--- src/rtl/clock_set_ctrl_if.sv ---
// clock_set_ctrl_if: groups the button/tick inputs and the time/mode/blink outputs of clock_set_ctrl.
//   tick_1hz, btn_mode, btn_inc : enable tick and debounced button levels into the controller
//   hours, minutes, seconds     : current time (0..23, 0..59, 0..59)
//   mode, blink                 : 00 RUN / 01 SET_HR / 10 SET_MIN, and visible phase of the edited field
interface clock_set_ctrl_if;
   logic       tick_1hz;
   logic       btn_mode;
   logic       btn_inc;
   logic [4:0] hours;
   logic [5:0] minutes;
   logic [5:0] seconds;
   logic [1:0] mode;
   logic       blink;
   modport master (output tick_1hz, btn_mode, btn_inc, input hours, minutes, seconds, mode, blink);
   modport slave  (input tick_1hz, btn_mode, btn_inc, output hours, minutes, seconds, mode, blink);
endinterface

--- src/rtl/clock_set_ctrl.sv ---
// clock_set_ctrl: HH:MM:SS timekeeping with a RUN -> SET_HR -> SET_MIN -> RUN time-set FSM.
//   clk_in : system clock, rising edge
//   rst_n  : asynchronous active-low reset
//   io     : slave side of clock_set_ctrl_if (tick/buttons in, time/mode/blink out)
module clock_set_ctrl #(
   parameter int TIMEOUT_TICKS = 10,
   parameter int SYNC_STAGES   = 2
) (
   input  logic            clk_in,
   input  logic            rst_n,
   clock_set_ctrl_if.slave io
);
   typedef enum logic [1:0] {RUN = 2'b00, SET_HR = 2'b01, SET_MIN = 2'b10, BAD = 2'b11} state_t;
   localparam int TW = (TIMEOUT_TICKS < 2) ? 1 : $clog2(TIMEOUT_TICKS + 1);
   logic [SYNC_STAGES-1:0] mode_sync, inc_sync;
   logic                   mode_d, inc_d, mode_edge, inc_edge, timeout;
   state_t                 state, state_n;
   logic [4:0]             hours, hours_n;
   logic [5:0]             minutes, minutes_n, seconds, seconds_n;
   logic                   blink, blink_n;
   logic [TW-1:0]          to_cnt, to_cnt_n;
   assign mode_edge = mode_sync[SYNC_STAGES-1] & ~mode_d;
   assign inc_edge  = inc_sync[SYNC_STAGES-1] & ~inc_d;
   // Fires on the tick that would bring the idle count up to TIMEOUT_TICKS.
   assign timeout   = (TIMEOUT_TICKS != 0) && io.tick_1hz && (to_cnt + TW'(1) == TW'(TIMEOUT_TICKS));
   always_comb begin
      state_n   = state;
      hours_n   = hours;
      minutes_n = minutes;
      seconds_n = seconds;
      blink_n   = blink;
      to_cnt_n  = to_cnt;
      case (state)
         RUN: begin
            blink_n  = 1'b0;
            to_cnt_n = '0;
            if (io.tick_1hz) begin
               seconds_n = (seconds == 6'd59) ? 6'd0 : seconds + 6'd1;
               if (seconds == 6'd59) begin
                  minutes_n = (minutes == 6'd59) ? 6'd0 : minutes + 6'd1;
                  if (minutes == 6'd59) hours_n = (hours == 5'd23) ? 5'd0 : hours + 5'd1;
               end
            end
            if (mode_edge) begin
               state_n = SET_HR;
               blink_n = 1'b1;
            end
         end
         SET_HR, SET_MIN: begin
            if (io.tick_1hz) begin
               blink_n  = ~blink;
               to_cnt_n = to_cnt + TW'(1);
            end
            // Mode beats inc, and any button edge beats the timeout.
            if (mode_edge) begin
               state_n  = (state == SET_HR) ? SET_MIN : RUN;
               blink_n  = (state == SET_HR);
               to_cnt_n = '0;
               if (state == SET_MIN) seconds_n = 6'd0;
            end else if (inc_edge) begin
               to_cnt_n = '0;
               if (state == SET_HR) hours_n = (hours == 5'd23) ? 5'd0 : hours + 5'd1;
               else minutes_n = (minutes == 6'd59) ? 6'd0 : minutes + 6'd1;
            end else if (timeout) begin
               state_n   = RUN;
               blink_n   = 1'b0;
               to_cnt_n  = '0;
               seconds_n = 6'd0;
            end
         end
         default: begin
            state_n  = RUN;
            blink_n  = 1'b0;
            to_cnt_n = '0;
         end
      endcase
   end
   always_ff @(posedge clk_in or negedge rst_n) begin
      if (!rst_n) begin
         mode_sync <= '0;
         inc_sync  <= '0;
         mode_d    <= 1'b0;
         inc_d     <= 1'b0;
         state     <= RUN;
         hours     <= '0;
         minutes   <= '0;
         seconds   <= '0;
         blink     <= 1'b0;
         to_cnt    <= '0;
      end else begin
         mode_sync <= {mode_sync[SYNC_STAGES-2:0], io.btn_mode};
         inc_sync  <= {inc_sync[SYNC_STAGES-2:0], io.btn_inc};
         mode_d    <= mode_sync[SYNC_STAGES-1];
         inc_d     <= inc_sync[SYNC_STAGES-1];
         state     <= state_n;
         hours     <= hours_n;
         minutes   <= minutes_n;
         seconds   <= seconds_n;
         blink     <= blink_n;
         to_cnt    <= to_cnt_n;
      end
   end
   assign io.hours   = hours;
   assign io.minutes = minutes;
   assign io.seconds = seconds;
   assign io.mode    = state;
   assign io.blink   = blink;
endmodule
--- src/flat_wrapper.sv ---
// flat-port wrapper written by rule: the top's interface ports become plain ports
module clock_set_ctrl_flat 
#(
   parameter int TIMEOUT_TICKS = 10,
   parameter int SYNC_STAGES   = 2
)
  (clk_in, rst_n, io_tick_1hz, io_btn_mode, io_btn_inc, io_hours, io_minutes, io_seconds, io_mode, io_blink);
  clock_set_ctrl_if io_i ();
  input  logic clk_in;
  input  logic rst_n;
  input wire logic [$bits(io_i.tick_1hz)-1:0] io_tick_1hz;
  input wire logic [$bits(io_i.btn_mode)-1:0] io_btn_mode;
  input wire logic [$bits(io_i.btn_inc)-1:0] io_btn_inc;
  output wire logic [$bits(io_i.hours)-1:0] io_hours;
  output wire logic [$bits(io_i.minutes)-1:0] io_minutes;
  output wire logic [$bits(io_i.seconds)-1:0] io_seconds;
  output wire logic [$bits(io_i.mode)-1:0] io_mode;
  output wire logic [$bits(io_i.blink)-1:0] io_blink;
  assign io_i.tick_1hz = io_tick_1hz;
  assign io_i.btn_mode = io_btn_mode;
  assign io_i.btn_inc = io_btn_inc;
  assign io_hours = io_i.hours;
  assign io_minutes = io_i.minutes;
  assign io_seconds = io_i.seconds;
  assign io_mode = io_i.mode;
  assign io_blink = io_i.blink;
  clock_set_ctrl #(.TIMEOUT_TICKS(TIMEOUT_TICKS), .SYNC_STAGES(SYNC_STAGES)) u_core (.clk_in(clk_in), .rst_n(rst_n), .io(io_i));
endmodule
--- config.mk ---
export PLATFORM = sky130hd
export DESIGN_NAME = clock_set_ctrl_flat
export DESIGN_NICKNAME = d
export VERILOG_FILES = /design/src/rtl/clock_set_ctrl_if.sv /design/src/rtl/clock_set_ctrl.sv /design/src/flat_wrapper.sv
export SDC_FILE = /design/constraint.sdc
export NUM_CORES = 1
export LEC_CHECK = 0
export CAP_MARGIN = 20
export CORE_MARGIN = 3
export CORE_UTILIZATION = 36
export DETAILED_ROUTE_END_ITERATION = 6
export GPL_TIMING_DRIVEN = 0
export PLACE_DENSITY_LB_ADDON = 0.1
export SYNTH_ARGS = -nofsm -noshare
export SYNTH_HDL_FRONTEND = slang
export SYNTH_SLANG_ARGS = --single-unit
--- constraint.sdc ---
create_clock -name clk_in -period 1.95 [get_ports clk_in]
set_input_delay 0.195 -clock clk_in [delete_from_list [all_inputs] [get_ports clk_in]]
set_output_delay 0.195 -clock clk_in [all_outputs]
set_load 0.1 [all_outputs]
==> run summary <==
The run finished with clean final reports. Cell type with the largest total area after synthesis: sky130_fd_sc_hd__dfrtp_1. Counting flops with an async set or reset pin after synthesis yields a share of 100%.

The library cell used most frequently in the layout, excluding fill and tap cells, is sky130_fd_sc_hd__dlygate4sd2_1. In the final design database the tool counted 217 nets. Count of placed standard cells in the final layout, fillers left out: 255. In this run the count of I/O pins placed on the die edge is 25.

The site row count is 24. In this run the worst path has a maximum fanout of 6. The congestion estimate from routability-driven global placement came to 0.803.

Clock skew after layout: 8.01 ps. TritonCTS built the clock tree. STA classifies the critical path endpoint as a flop. The detail route stage leaves a number of antenna-violating nets equal to 0. The y dimension of the die came out at 74.6 microns. The final-layout setup total negative slack was 0 ps. The logs give 0 for the global route total overflow and 0 for the total number of yosys warnings. The logs give 280 ps for the insertion delay of the later-clocked pin in the worst-skew pair and 0 for the number of antenna violations at the first check in global routing. Total inserted antenna cells: 0.

Across the run, the number of max-cap violations was 0. In this run the post-CTS setup repair buffer count came out at 0. The stage delay of the slowest cell on the critical path is 440 ps, and the post-detailed-placement half-perimeter wirelength is 2710 microns. Counting the buffers created by CTS gives 5.

The layout overhead on the synthesized area is 27.1%. After synthesis the netlist holds a flip-flop and latch count of 30. The worst min-delay path category was primary input to flop.

Cells with a size suffix above 1 make up 16.7% of the layout. Averaged over all synthesized cells, the footprint is 9.91 sq um. After synthesis, the largest area contributor takes up 44.3% of total cell area. The top cell types in the final layout, fill and taps aside, are 20 x sky130_fd_sc_hd__dlygate4sd2_1, 15 x sky130_fd_sc_hd__inv_1, 14 x sky130_fd_sc_hd__nor2_1, 14 x sky130_fd_sc_hd__dfrtp_1. Summing the sequential cell areas from Yosys gives 44.3% of the chip area. For this run, the leading register cell type out of synthesis is sky130_fd_sc_hd__dfrtp_1. The logs give 38.1% for the initial core utilization and 40 for the count of cell types in the netlist. The minimum period implied by the final worst setup slack is 1830 ps, and the width of the die is 74.6 microns.

The worst-case clock buffer depth was 2; the arrival time reported for the critical path endpoint was 1990 ps. Setup repair after global routing left no endpoint under its margin. The die outline area came out at 5570 sq um. The clock root buffer was sky130_fd_sc_hd__clkbuf_8.

The tools report the worst slew slack as a fraction of its limit as 35.0%. Dividing the detail-routed via count by the number of cells gives 5.45. The final cycle utilization of the critical path works out to 93.6%.

Counting every net in the synthesized netlist gives 186. Entering global routing, the biggest net connects 19 pins. For the pin with the worst max-slew slack, the measured transition is 979 ps. Synthesis produced a netlist whose cell count is 171. For the CTS H-tree depth, the log shows 2. Walking the worst path, the cells encountered are ha_4, nand4_4, o31ai_4, and3_1, buf_6, mux2_1. The first global-routing pass estimated 5700 microns of wire. The setup-violating endpoint count in the final report is 0, and the number of enable-type register cells in the synthesized netlist is 0.

After synthesis the cells add up to 1690 sq um. The logs give 269 ps for the smallest hold slack and 69 for the detailed router's first-iteration violation count. The max-slew violation total from the final report was 0; the final wirelength was 3630 microns. The critical path class was flop to flop. The first detailed-routing pass took 4 iterations. The number of vias in the routed layout is 1389, and the TritonCTS sink count is 30. After layout, the worst setup slack is 124 ps. The highest achievable clock rate was 548 MHz. The post-route DRC violation count is 0. STA classifies the critical path startpoint as a flop.

The routed length per instance works out to 14.2 microns. The run gives 1272 as the number of global-route vias before repair. Data on the critical path is required at its endpoint by 2110 ps. Clock-pin slew was measured on the worst setup and hold paths at 60 ps. The count of buffers added on input and output ports is 23. The area inside the core boundary was 4440 sq um. The total count of hold-check failures in the final report is 0, and the combined global-route utilization of all metal layers is 13.4%. OpenSTA, run right after detailed placement, puts the worst setup slack at 43.9 ps. The largest individual stage delay along the critical path comes from the cell sky130_fd_sc_hd__dfrtp_4. After synthesis, the cell types taking the most area are sky130_fd_sc_hd__dfrtp_1 44%, sky130_fd_sc_hd__ha_1 7.4%, sky130_fd_sc_hd__inv_1 3.3%. The cell total after placement is 247.
timing repair:
item	in CTS	in global routing
hold buffers	0	0
hold endpoints to repair	0	0
cloned	0	0
resized for setup	20	2
pin swaps	0	1
setup endpoints to repair	20	6
worst max-delay path: cells and delay by family, from the launching register on:
family | cells | cell delay (ps)
compound gates | 1 | 300
fa+ha+maj | 1 | 170
buf+inv | 1 | 120
flops | 1 | 440
mux | 1 | 320
simple gates | 2 | 370
final timing paths:
kind	from	to	slack (ps)	depth (start not counted)
max in group asynchronous	rst_n	u_core.io.mode[0]	1060	2
hold reg to reg	u_core.mode_sync[0]	u_core.mode_sync[1]	350	0
min in group asynchronous	rst_n	u_core.io.minutes[4]	340	1
hold / removal	io_tick_1hz	u_core.to_cnt[3]	270	3
setup reg to reg	u_core.io.seconds[0]	u_core.io.minutes[0]	120	6
setup / recovery	u_core.io.seconds[0]	u_core.io.minutes[0]	120	6
cell usage after synthesis (all sizes together) (2+ instances only):
library cell and instances:
mux2 4, a22o 3, nand2 12, nand3 10, nand4 10, o31ai 4
xor2 2, nor2 14, a31oi 4, o21ai 9, nor2b 2, buf 3
o2111ai 2, mux2i 3, and3 6, inv 16, dfrtp 30, nand4b 2
a21oi 4, o211ai 3, nand2b 5, ha 10, xnor2 3
registers in the layout (all words and copies together) (netlist names):
register           cells
u_core.io.seconds      6
u_core.mode_d          1
u_core.io.minutes      6
u_core.io.mode         2
u_core.inc_sync        2
u_core.mode_sync       2
u_core.to_cnt          4
u_core.io.hours        5
u_core.inc_d           1
u_core.io.blink        1
layout make-up:
class,count,area [sq um]
fill,436,2290
multi-input combinational,122,915
sequential,30,781
timing repair buffer,24,233
clock buffer,8,80.1
tap,52,65.1
inverter,16,60.1
buffer,3,20.0
cell families (layout without fill, tap and decap cells):
group / count (synthesis) / in the layout / share of synthesized area, %
adder cells (fa/ha/maj): 10 / 10 / 7.39
flip-flops: 30 / 30 / 44.3
AO/OA/AOI/OAI: 34 / 34 / 15.7
AND/OR/NAND/NOR: 66 / 66 / 21.1
XOR/XNOR: 5 / 5 / 2.59
multiplexers: 7 / 7 / 4.43
buffers and inverters: 19 / 51 / 4.50
routing by layer:
layer  track usage (%)  up-vias  share of wire (%)
met4              5.34        0                1.2
met3              4.32        5                4.9
met2              21.5       33                 47
met5                 0        -                  0
li1                  -      675                  -
met1              16.8      676                 47
through the flow:
step / utilization [%] / cell area [sq um]
global route: 48.5 / 2150
finish: 48.5 / 2150
detailed placement: 46.9 / 2080
global placement: 46.3 / 2060
CTS: 48.1 / 2140
floorplan: - / 1760
Power is left out: the tool's default activity adds up to more than one toggle a clock period on the data nets, which glitch-free logic cannot reach.
